--- src/rtl/stimulus_seq_gen.sv ---
// stimulus_seq_gen: sequenced test-vector driver for characterising basic cells.
// Walks a WIDTH-bit stimulus bus through one of four pattern sets. Each vector
// is held for DWELL clock cycles. A start/busy/done handshake controls the run,
// hold pauses it and abort cancels it. Every output comes from a register.

module stimulus_seq_gen #(
   parameter int WIDTH = 4,
   parameter int DWELL = 20
) (
   input  logic             clk,
   input  logic             rst,
   input  logic             start,
   input  logic [1:0]       mode,
   input  logic             hold,
   input  logic             abort,
   output logic [WIDTH-1:0] stim,
   output logic             stim_valid,
   output logic [WIDTH-1:0] vec_idx,
   output logic             busy,
   output logic             done
);

   localparam int CW = $clog2(DWELL + 1);

   localparam logic [CW-1:0]    CNT_LAST       = CW'(DWELL - 1);
   localparam logic [WIDTH-1:0] IDX_ALL_ONES   = {WIDTH{1'b1}};
   localparam logic [WIDTH-1:0] IDX_WALK_LAST  = WIDTH'(WIDTH - 1);

   typedef enum logic {
      IDLE,
      RUN
   } state_t;

   state_t           state, state_next;
   logic [1:0]       mode_q, mode_next;
   logic [CW-1:0]    cnt_q, cnt_next;
   logic [WIDTH-1:0] idx_q, idx_next;
   logic [WIDTH-1:0] stim_q, stim_next;
   logic             done_q, done_next;
   logic             last_vec;

   // Pattern for index i under mode m. The walking-one mode only ever sees
   // i < WIDTH, so the shift never runs off the top of the bus.
   function automatic logic [WIDTH-1:0] pattern(input logic [1:0] m,
                                                input logic [WIDTH-1:0] i);
      logic [WIDTH-1:0] p;
      case (m)
         2'd0:    p = i;
         2'd1:    p = i ^ (i >> 1);
         2'd2:    p = WIDTH'(1) << i;
         default: p = ~i;
      endcase
      return p;
   endfunction

   // State and datapath registers. Reset wins over every other input.
   always_ff @(posedge clk) begin
      if (rst) begin
         state  <= IDLE;
         mode_q <= 2'd0;
         cnt_q  <= '0;
         idx_q  <= '0;
         stim_q <= '0;
         done_q <= 1'b0;
      end else begin
         state  <= state_next;
         mode_q <= mode_next;
         cnt_q  <= cnt_next;
         idx_q  <= idx_next;
         stim_q <= stim_next;
         done_q <= done_next;
      end
   end

   // Next-state logic. In RUN, abort beats hold. The stimulus for the next
   // index is computed here so that stim stays a plain register output.
   always_comb begin
      state_next = state;
      mode_next  = mode_q;
      cnt_next   = cnt_q;
      idx_next   = idx_q;
      stim_next  = stim_q;
      done_next  = 1'b0;
      last_vec   = (mode_q == 2'd2) ? (idx_q == IDX_WALK_LAST)
                                    : (idx_q == IDX_ALL_ONES);
      case (state)
         IDLE: begin
            if (start) begin
               state_next = RUN;
               mode_next  = mode;
               cnt_next   = '0;
               idx_next   = '0;
               stim_next  = pattern(mode, '0);
            end
         end
         RUN: begin
            if (abort) begin
               state_next = IDLE;
               cnt_next   = '0;
               idx_next   = '0;
               stim_next  = '0;
            end else if (!hold) begin
               if (cnt_q == CNT_LAST) begin
                  cnt_next = '0;
                  if (last_vec) begin
                     state_next = IDLE;
                     idx_next   = '0;
                     stim_next  = '0;
                     done_next  = 1'b1;
                  end else begin
                     idx_next  = idx_q + 1'b1;
                     stim_next = pattern(mode_q, idx_q + 1'b1);
                  end
               end else begin
                  cnt_next = cnt_q + 1'b1;
               end
            end
         end
         default: begin
            state_next = IDLE;
         end
      endcase
   end

   // Output mapping. Every output comes straight from a register.
   always_comb begin
      busy       = (state == RUN);
      stim_valid = (state == RUN);
      stim       = stim_q;
      vec_idx    = idx_q;
      done       = done_q;
   end

endmodule

--- config.mk ---
export PLATFORM = sky130hd
export DESIGN_NAME = stimulus_seq_gen
export DESIGN_NICKNAME = d
export VERILOG_FILES = /design/src/rtl/stimulus_seq_gen.sv
export SDC_FILE = /design/constraint.sdc
export NUM_CORES = 1
export LEC_CHECK = 0
export CAP_MARGIN = 20
export CELL_PAD_IN_SITES_DETAIL_PLACEMENT = 0
export CELL_PAD_IN_SITES_GLOBAL_PLACEMENT = 1
export CORE_ASPECT_RATIO = 0.6
export CORE_UTILIZATION = 42
export CTS_CLUSTER_DIAMETER = 50
export DETAILED_ROUTE_END_ITERATION = 6
export GPL_TIMING_DRIVEN = 0
export PLACE_DENSITY = 0.89
export SYNTH_ARGS = -nofsm -noshare
export SYNTH_HDL_FRONTEND = slang
export SYNTH_SLANG_ARGS = --single-unit
--- constraint.sdc ---
create_clock -name clk -period 4.81 [get_ports clk]
set_clock_uncertainty 0.2 [all_clocks]
set_input_delay 0.481 -clock clk [delete_from_list [all_inputs] [get_ports clk]]
set_output_delay 0.481 -clock clk [all_outputs]
set_load 0.005 [all_outputs]
==> summary.txt <==
Status
  • Status: finished clean

Global route
  • Initial antenna violation count: 0
  • Largest net degree at the start of global routing: 12
  • Global Route Usage Sum: roughly a fifth
  • GR Overflow Total: 0
  • Global-route wire length before repair: 4650 µm
  • Vias in the first global route: 963

Finish
  • FF+latch area: 340 µm²
  • Final instance area: around 1400 µm²
  • Area of the multi-input gates: 752 µm²
  • Syn-to-layout area delta: 20.9%
  • Filler cell count: 248
  • Fraction of layout cells with a size suffix above 1: 15.7%
  • Final nets: 176
  • Diode count: 0

Critical path
  • WP data required: approximately 4.7 ns
  • Critical Path Start Type: primary input
  • Most frequent CP cell: a21oi_1
  • CP cell instances: clkdlybuf4s50_1, nand2b_1, buf_2, a21oi_1, or2_2, o21ai_0, a21oi_1
  • Crit path max-delay family: buffers and inverters
  • Arr. time, crit path: 2.10 ns
  • CP max stage delay: 0.56 ns
  • Crit-path max FO: 8
  • Endpoint class of the critical path: flop
  • Crit path buffers/inverters: 2
  • Critical-path top delay cell: clkdlybuf4s50_1
  • Critical path class: in2reg

Logic synthesis
  • Synth Warn #: 0
  • Average cell area after synthesis: between 8 and 9 µm²
  • Register area share after synthesis: between 20% and 30%
  • Mapped Cells: 146
  • Post-synth top area share: 28.9%
  • Synth top cells by count: nor2_1 (18), dfxtp_1 (17), a21oi_1 (14), nand2_1 (9), o21ai_0 (7)
  • Synth Register Bits: 17
  • Top cells by area, synth: dfxtp_1 (29%), a21oi_1 (5.9%), nor2_1 (5.7%), o21ai_0 (3.0%), nand2_1 (2.9%)
  • Post-synth top flop: dfxtp_1
  • Netlist cell types: 52
  • Syn_nets: 155
  • Synth area leader: dfxtp_1
  • Top-count cell post-synth: nor2_1
  • Post-Syn Area: 1180 µm²
  • Async SR Flop Fraction: 0%
  • Number of synthesized flops with an enable pin: 0

Clock network
  • # clock sinks: 17
  • PostCTS Resize Cnt: 0
  • CTS tree: yes
  • H-tree depth: 1
  • Post-CTS Setup Inserts: 0
  • Number of CTS-inserted buffers: 3
  • Clock transition at the registers of the reported paths: ~0.070 ns
  • Clk_lat worst skew: 0.25 ns
  • Clk buf depth: 2
  • CTS root buffer: clkbuf_8
  • Cts hold-fix bufs: 0

Die
  • Die Y: 43.0 µm
  • Num rows: 14
  • Die Wd: 70.4 µm
  • IO Pins: 18
  • Core area: 2570 µm²
  • Die area: 3030 µm²
  • Initial Util: 45.8%

Placement
  • Post-DP HPWL: ~2100 µm
  • Port bufs: 16
  • DP Area: about 1400 µm²
  • Dpl ws: around 2.4 ns
  • Routability-driven placement congestion ratio: 0.865

Pwr
  • Pwr/cell area: 221 nW/µm²
  • Clock power frac: about a third
  • Leakage power: approximately 0.52 nW
  • Combinational Power Share: 18.0%
  • Int Power: 0.000231 W
  • Net Sw Power: 0.0000844 W
  • Switching share of total power: 26.8%
  • Worst IR drop on VDD: 0.106 mV
  • Sequential power share: 47.5%

Drt
  • Via/cell ratio: 5.73
  • DR pass1 iterations: 4
  • ANT nets after route: 0
  • Drt drc: 0
  • Via Count: 1,134
  • Detailed Route WL: 2810 µm
  • DR WL/cell: 14.2 µm
  • Drt first-iter violations: 82

Timing
  • Max Slew Vio Count: 0
  • Final setup violation count: 0
  • Worst-Margin Slew: around 0.55 ns
  • Fin crit period: 2.19 ns
  • Slew Limit Headroom: 63.6%
  • Fin. Hold Viols: 0
  • Min setup slack post-route: 2.62 ns
  • Period utilization: 45.4%
  • Post-route setup TNS: 0 ns
  • RSZ-0062 raised after global routing: false
  • Fmax: about 0.46 GHz
  • Hold_ws: 0.316 ns

Run
  • Max_cap viols: 0

Min path
  • Hold Crit Class: reg2reg
## power groups by stage
stage,Sequential (W),Combinational [W],Clock [W]
after CTS,0.000150,0.0000563,0.000110
after detailed placement,0.000153,0.0000559,0
after global placement,0.000152,0.0000553,0
after global routing,0.000150,0.0000620,0.000117
after floorplan,0.000153,0.0000343,0
final,0.000150,0.0000567,0.000109
## worst paths after layout
check	start	to	slack [ns]	cells after the start
max	abort	vec_idx[2]$_SDFFE_PP0P_	2.62	7
min	cnt_q[0]$_SDFFE_PP0P_	cnt_q[0]$_SDFFE_PP0P_	0.32	1
max reg2reg	vec_idx[1]$_SDFFE_PP0P_	stim[1]$_SDFFE_PP0P_	2.74	6
min reg2reg	cnt_q[0]$_SDFFE_PP0P_	cnt_q[0]$_SDFFE_PP0P_	0.32	1
## layout by cell type, fill, tap and decap left out, drive strengths merged, types with 3 or more instances in the layout
cell type	synthesis	final
inv	6	6
buf	9	9
dfxtp	17	17
nand3	4	4
nor2	19	19
nor3	3	3
nand2	9	9
clkdlybuf4s50	0	16
a21oi	16	16
xnor2	3	3
o22ai	3	3
clkbuf	2	5
o21ai	11	11
a22oi	3	3
## layer usage
layer / part of all wire [%] / vias to the layer above / global-route usage [%]
met4: 0.75 / 0 / 5.20
met3: 5.9 / 5 / 5.94
met1: 54 / 526 / 30.2
met5: 0 / - / 0
li1: - / 569 / -
met2: 39 / 34 / 27.0
## cell families (layout without fill, tap and decap cells)
group,after synthesis,count (layout),share of synthesized area (%)
and+or+nand+nor,54,54,26.2
buffers and inverters,17,37,7.32
DFF,17,17,28.9
muxes,2,2,1.70
AOI/OAI and AO/OA,50,50,30.8
xor gates and xnor gates,4,4,2.97
adders and majority gates,2,2,2.12
## area by class of cell
class	instances	share of cell area (%)
clock buffers	3	2.90
inverters	6	1.58
clock inverters	1	0.351
repair buffers	16	11.2
well taps	32	2.81
plain buffers	11	4.48
multi-input cells	112	52.8
flip-flops and latches	17	23.9
## state kept, by name, indices dropped and copies added (netlist names)
signal and count:
cnt_q 5, done 1, stim 4, mode_q 2, busy 1, vec_idx 4
## per-stage QoR
step                      instances  total power, W  util, %
after floorplan                 146        0.000187        -
after global placement          194        0.000208     53.5
final                           198        0.000315     55.3
after CTS                       198        0.000316     55.3
after detailed placement        194        0.000209     53.5
after global routing            198        0.000330     55.3
Note: power is estimated with default switching activity, not from simulation.
